[config.mk]
export PLATFORM = sky130hd
export DESIGN_NAME = reg_wb_scheduler
export DESIGN_NICKNAME = d
export VERILOG_FILES = /design/src/rtl/reg_wb_scheduler.sv
export SDC_FILE = /design/constraint.sdc
export NUM_CORES = 1
export LEC_CHECK = 0
export ABC_AREA = 1
export BUFFER_PORTS_ARGS = -buffer_cell sky130_fd_sc_hd__clkbuf_2
export CORE_MARGIN = 1.5
export CORE_UTILIZATION = 52
export DETAILED_ROUTE_END_ITERATION = 12
export PLACE_DENSITY = 0.88
export RECOVER_POWER = 25
export REMOVE_ABC_BUFFERS = 1
export SYNTH_ARGS = -nofsm -noshare
export SYNTH_HDL_FRONTEND = slang
export SYNTH_SLANG_ARGS = --single-unit
[constraint.sdc]
create_clock -name clk -period 5.3 [get_ports clk]
set_clock_uncertainty 0.2 [all_clocks]
set_input_delay 0.265 -clock clk [delete_from_list [all_inputs] [get_ports clk]]
set_output_delay 0.265 -clock clk [all_outputs]
set_load 0.01 [all_outputs]
[src/rtl/reg_wb_scheduler.sv]
// reg_wb_scheduler
//   Arbitrates the single register-file write port between the ALU result
//   path and an in-order, variable-latency load unit. Every outstanding
//   load destination is tracked in a small FIFO so that decode can be
//   stalled on RAW/WAW hazards against pending loads.
//
// Ports
//   clk, rst            rising-edge clock, synchronous active-high reset
//   alu_wb_*            ALU writeback request {valid, rd, data}
//   ld_issue_*          load issue handshake; rd is enqueued on accept
//   ld_resp_*           load response handshake (oldest outstanding load)
//   rs1_addr/rs2_addr   decode source registers for hazard detection
//   stall               hold decode and suppress ALU writeback
//   rf_we/waddr/wdata   register file write port (address/data zero when idle)
//   ld_pending          outstanding loads including the hold entry
//   err_orphan          sticky: a response arrived with no outstanding load
module reg_wb_scheduler #(
    parameter int XLEN     = 32,
    parameter int AW       = 5,
    parameter int LD_DEPTH = 4
) (
    input  logic                        clk,
    input  logic                        rst,
    input  logic                        alu_wb_valid,
    input  logic [AW-1:0]               alu_wb_rd,
    input  logic [XLEN-1:0]             alu_wb_data,
    input  logic                        ld_issue_valid,
    input  logic [AW-1:0]               ld_issue_rd,
    output logic                        ld_issue_ready,
    input  logic                        ld_resp_valid,
    input  logic [XLEN-1:0]             ld_resp_data,
    output logic                        ld_resp_ready,
    input  logic [AW-1:0]               rs1_addr,
    input  logic [AW-1:0]               rs2_addr,
    output logic                        stall,
    output logic                        rf_we,
    output logic [AW-1:0]               rf_waddr,
    output logic [XLEN-1:0]             rf_wdata,
    output logic [$clog2(LD_DEPTH):0]   ld_pending,
    output logic                        err_orphan
);

    localparam int PW = $clog2(LD_DEPTH);
    localparam int CW = PW + 1;

    logic [AW-1:0]   r_fifo [LD_DEPTH];
    logic [PW-1:0]   r_wr_ptr;
    logic [PW-1:0]   r_rd_ptr;
    logic [CW-1:0]   r_count;
    logic            r_hold_valid;
    logic [AW-1:0]   r_hold_rd;
    logic [XLEN-1:0] r_hold_data;
    logic            r_err_orphan;

    logic                w_full;
    logic                w_empty;
    logic                w_push;
    logic                w_accept;
    logic                w_pop;
    logic                w_orphan;
    logic [AW-1:0]       w_head_rd;
    logic [LD_DEPTH-1:0] w_valid;
    logic                w_m1;
    logic                w_m2;
    logic                w_ma;
    logic                w_alu_go;
    logic                w_sel;
    logic [AW-1:0]       w_sel_rd;
    logic [XLEN-1:0]     w_sel_data;

    assign w_full    = (r_count == CW'(LD_DEPTH));
    assign w_empty   = (r_count == '0);
    assign w_push    = ld_issue_valid && !w_full;
    assign w_accept  = ld_resp_valid && !r_hold_valid;
    assign w_pop     = w_accept && !w_empty;
    assign w_orphan  = w_accept && w_empty;
    assign w_head_rd = r_fifo[r_rd_ptr];

    assign ld_issue_ready = !w_full;
    assign ld_resp_ready  = !r_hold_valid;
    assign ld_pending     = r_count + CW'(r_hold_valid);
    assign err_orphan     = r_err_orphan;

    // An entry is live when its distance from the read pointer (mod depth)
    // is below the count; stale slots left behind by pops never match.
    // The head being popped this cycle still counts as live.
    always_comb begin
        w_valid = '0;
        w_m1    = 1'b0;
        w_m2    = 1'b0;
        w_ma    = 1'b0;
        for (int unsigned i = 0; i < LD_DEPTH; i++) begin
            w_valid[i] = ({1'b0, PW'(PW'(i) - r_rd_ptr)} < r_count);
            if (w_valid[i]) begin
                if (r_fifo[i] == rs1_addr)  w_m1 = 1'b1;
                if (r_fifo[i] == rs2_addr)  w_m2 = 1'b1;
                if (r_fifo[i] == alu_wb_rd) w_ma = 1'b1;
            end
        end
        if (r_hold_valid) begin
            if (r_hold_rd == rs1_addr)  w_m1 = 1'b1;
            if (r_hold_rd == rs2_addr)  w_m2 = 1'b1;
            if (r_hold_rd == alu_wb_rd) w_ma = 1'b1;
        end
        w_m1 = w_m1 && (rs1_addr  != '0);
        w_m2 = w_m2 && (rs2_addr  != '0);
        w_ma = w_ma && (alu_wb_rd != '0);
    end

    assign stall    = w_m1 | w_m2 | (alu_wb_valid & w_ma);
    assign w_alu_go = alu_wb_valid && !stall;

    // Write-port priority: ALU, then held load, then a directly accepted load.
    always_comb begin
        w_sel      = 1'b0;
        w_sel_rd   = '0;
        w_sel_data = '0;
        if (w_alu_go) begin
            w_sel      = 1'b1;
            w_sel_rd   = alu_wb_rd;
            w_sel_data = alu_wb_data;
        end else if (r_hold_valid) begin
            w_sel      = 1'b1;
            w_sel_rd   = r_hold_rd;
            w_sel_data = r_hold_data;
        end else if (w_pop) begin
            w_sel      = 1'b1;
            w_sel_rd   = w_head_rd;
            w_sel_data = ld_resp_data;
        end
    end

    // x0 writes consume their slot but never reach the register file.
    assign rf_we    = w_sel && (w_sel_rd != '0);
    assign rf_waddr = rf_we ? w_sel_rd   : '0;
    assign rf_wdata = rf_we ? w_sel_data : '0;

    always_ff @(posedge clk) begin
        if (w_push) begin
            r_fifo[r_wr_ptr] <= ld_issue_rd;
        end
    end

    always_ff @(posedge clk) begin
        if (rst) begin
            r_wr_ptr     <= '0;
            r_rd_ptr     <= '0;
            r_count      <= '0;
            r_hold_valid <= 1'b0;
            r_hold_rd    <= '0;
            r_hold_data  <= '0;
            r_err_orphan <= 1'b0;
        end else begin
            if (w_push) r_wr_ptr <= r_wr_ptr + 1'b1;
            if (w_pop)  r_rd_ptr <= r_rd_ptr + 1'b1;
            r_count <= r_count + CW'(w_push) - CW'(w_pop);
            // Hold only fills when the ALU owns the port while a load pops;
            // it drains on the first cycle the ALU leaves the port free.
            if (w_alu_go && w_pop) begin
                r_hold_valid <= 1'b1;
                r_hold_rd    <= w_head_rd;
                r_hold_data  <= ld_resp_data;
            end else if (!w_alu_go && r_hold_valid) begin
                r_hold_valid <= 1'b0;
            end
            if (w_orphan) r_err_orphan <= 1'b1;
        end
    end

endmodule

==> impl_metrics.tcl <==
set metrics [dict create \
    outcome "completed" \
    p_int_w 0.00137 \
    wl_per_cell_um 13.4 \
    ys_types 31 \
    crit_fanout 33 \
    grt_remaining_overflow 0 \
    fp.dieH_um 103 \
    peakVddDrop_uv 377 \
    die_x_um 103 \
    grt_usage 0.279 \
    p_switching_w 0.00112 \
    synth-seq-area-share 0.301 \
    cts.sinks 68 \
    io_buffers 133 \
    switching_share 0.449 \
    place_congestion 0.970 \
    drc 0 \
    rows 36 \
    whs_path_depth 5 \
    crit_path_frequent_cell "nand2_1" \
    syn_inst 839 \
    ios 134 \
    synthMostInstantiatedCell "nand2_1" \
    coreArea_um2 9730 \
    clock_power_share 0.195 \
    timing.final.crit_share 0.845 \
    synth_top_area_cell "nand2_1" \
    synthFlopType "dfxtp_1" \
    synth_edf_count 20 \
    drt_pass1_iterations 5 \
    min_from "ld_resp_valid" \
    combPwrFrac 0.515 \
    n_antenna_cell 0 \
    clock_latency_ns 0.35 \
    initial_core_util 0.533 \
    end_kind "output pin" \
    slowest_delay_ns 0.71 \
    layout-area-overhead-vs-synth_pct 23.6 \
    yosys.area.top_type_share 0.241 \
    crit_arrival_ns 4.02 \
    worst_slew_pin_slew_ns 1.02 \
    worst-setup-path-type "reg -> out" \
    viasPerCell 5.13 \
    grt_first_pass_wirelength_um 22900 \
    drtIter0Drc 498 \
    ys_seq_elements 68 \
    powerDensity_nw_per_um2 388 \
    rsz0062_at_grt "false" \
    async_flop_share 0 \
    rr_worst_depth 17 \
    synth.cell_area_um2 5180 \
    synth_common_cells "nand2_1 (333), inv_1 (99), nor2_1 (81)" \
    post-route-min-period_ns 4.48 \
    final_net_count 1082 \
    leakagePower_nw 3.27 \
    rr_startpoint "r_rd_ptr[1]$_SDFFE_PP0P_" \
    ant_nets 0 \
    grt_pass1_vias 4877 \
    grt_max_degree 44 \
    synth_warnings 0 \
    holdPathEnd "err_orphan$_SDFFE_PP0P_" \
    crit_required_ns 4.84 \
    syn_area_per_cell_um2 6.18 \
    yosys-top-cells-area "nand2_1 (24%), dfxtp_1 (19%), edfxtp_1 (12%)" \
    cp_slowest_cell "nor2_4" \
    dpl.hpwl_um 10500 \
    cts-root-buf "clkbuf_8" \
    startpoint_type "register" \
    worstPathCellList "xor2_1 -> inv_1 -> ha_1 -> inv_1 -> nor2_1 -> nand2_1 -> nand2_1 -> nor3_1 -> nor2_1 -> nand2_1 -> nand2_1 -> nand4_2 -> buf_4 -> nand2_1 -> o21ai_0 -> nand2_1 -> nor2_4 -> nor2_1 -> clkbuf_2" \
    drv_cap 0 \
    final_hold_viol_count 0 \
    r2r-end "r_hold_data[10]$_SDFFE_PP0P_" \
    worst-r2r-setup-slack_ns 1.50 \
    clock_path_buffers 2 \
    cts_tree "done" \
    setup_viol 0 \
    slew_headroom 0.318 \
    drive_gt1_frac 0.168 \
    timing.fmax_mhz 223 \
    wirelength_um 15000 \
    dieArea_um2 10600 \
    tns_ns 0 \
    antenna_found_initial 0 \
    num_vias 5737 \
    report.final.slew_viol_count 0 \
    cts_max_level 3 \
    cts_setup_buffers 0 \
    power_w 0.00249 \
    p_seq_frac 0.290 \
    clk_pin_slew_ns 0.07 \
    min_path_type "in -> reg" \
    cts-buffers-inserted 9 \
]
worst max-delay path by stage:
stage / depth (start not counted) / slack, ns / start / endpoint
2_1_floorplan: 16 / 1.49 / r_rd_ptr[1]$_SDFFE_PP0P_ / r_hold_data[0]$_SDFFE_PP0P_
3_3_place_gp: 19 / 1.48 / r_rd_ptr[1]$_SDFFE_PP0P_ / rf_wdata[15]
3_5_place_dp: 19 / 1.36 / r_rd_ptr[1]$_SDFFE_PP0P_ / rf_wdata[28]
4_1_cts: 19 / 0.97 / r_rd_ptr[1]$_SDFFE_PP0P_ / rf_wdata[28]
5_1_grt: 19 / 0.40 / r_rd_ptr[1]$_SDFFE_PP0P_ / rf_wdata[16]
6_report: 19 / 0.82 / r_rd_ptr[1]$_SDFFE_PP0P_ / rf_wdata[16]
through the flow:
stage	hold slack, ns	instances	util	cell area, um^2	setup slack [ns]
floorplan	0.132	795	-	4950	1.49
global placement	0.249	1065	0.598	5810	1.48
detailed placement	0.256	1065	0.598	5810	1.36
CTS	0.0604	1118	0.659	6410	0.971
global route	0.104	1118	0.658	6400	0.404
finish	0.0648	1118	0.658	6400	0.819
logic make-up (layout without fill, tap and decap cells):
kind of cell | Yosys count | count (layout) | synth area share
AND/OR/NAND/NOR | 458 | 458 | 0.351
buffers and inverters | 151 | 297 | 0.122
AO/OA/AOI/OAI | 118 | 118 | 0.141
flip-flops | 68 | 68 | 0.301
XOR/XNOR | 31 | 31 | 0.0524
adder cells (fa/ha/maj) | 13 | 13 | 0.0328
power by group through the flow:
| stage | logic [W] | registers [W] | clock network, W |
|---|---|---|---|
| 2_1_floorplan | 0.000844 | 0.000713 | 0 |
| 3_3_place_gp | 0.00121 | 0.000728 | 0 |
| 3_5_place_dp | 0.00123 | 0.000730 | 0 |
| 5_1_grt | 0.00145 | 0.000733 | 0.000501 |
| 4_1_cts | 0.00126 | 0.000719 | 0.000489 |
| 6_report | 0.00128 | 0.000721 | 0.000485 |
cells in the final DEF, fill, tap and decap left out, types with 4 or more instances in the layout:
cell           count
xnor2_1           17
buf_4              4
o21ai_0           21
clkbuf_2         125
a21oi_1           56
nand4_1            6
nor2_2            11
dlygate4sd3_1     37
a22o_1            32
nand3_1           19
dfxtp_1           48
clkbuf_1           9
a211oi_1           5
nand2_1          333
inv_2              7
ha_1              12
clkbuf_8           9
nor2_1            81
inv_1             99
nor3_1             4
xor2_1            14
edfxtp_1          20
state kept, by name (all words and copies together) (netlist names), named ones only:
register      flops
r_wr_ptr          2
r_rd_ptr          2
err_orphan        1
r_hold_rd         5
r_hold_data      32
r_hold_valid      1
r_count           3
r_fifo           20
critical path: cells and delay by family (launching register included):
| kind | cells | cell delay [ns] |
|---|---|---|
| simple gates | 12 | 1.96 |
| buf+inv | 4 | 0.70 |
| flops | 1 | 0.38 |
| fa+ha+maj | 1 | 0.27 |
| xor+xnor | 1 | 0.20 |
| compound gates | 1 | 0.12 |
final cells by class:
class	count	area, um^2
Inverter	107	402
Fill cell	877	3320
Clock inverter	4	52.6
Clock buffer	12	178
Tap cell	133	166
Sequential cell	68	1560
Timing Repair Buffer	174	1060
Multi-Input combinational cell	620	2990
repair_timing:
action                                 CTS  global route
hold buffers                            37             0
endpoints found under the hold margin   52             0
gates resized for setup                  0             0
layer usage:
metal / routed length (um) / vias up / part of all wire / GRT usage
met4: 333 / 0 / 0.022 / 0.0988
met1: 6240 / 2580 / 0.42 / 0.360
met3: 1160 / 32 / 0.077 / 0.0481
met5: 0 / - / 0 / 0
li1: - / 2882 / - / -
met2: 7250 / 243 / 0.48 / 0.472
Power figures use the tool's default switching activity.
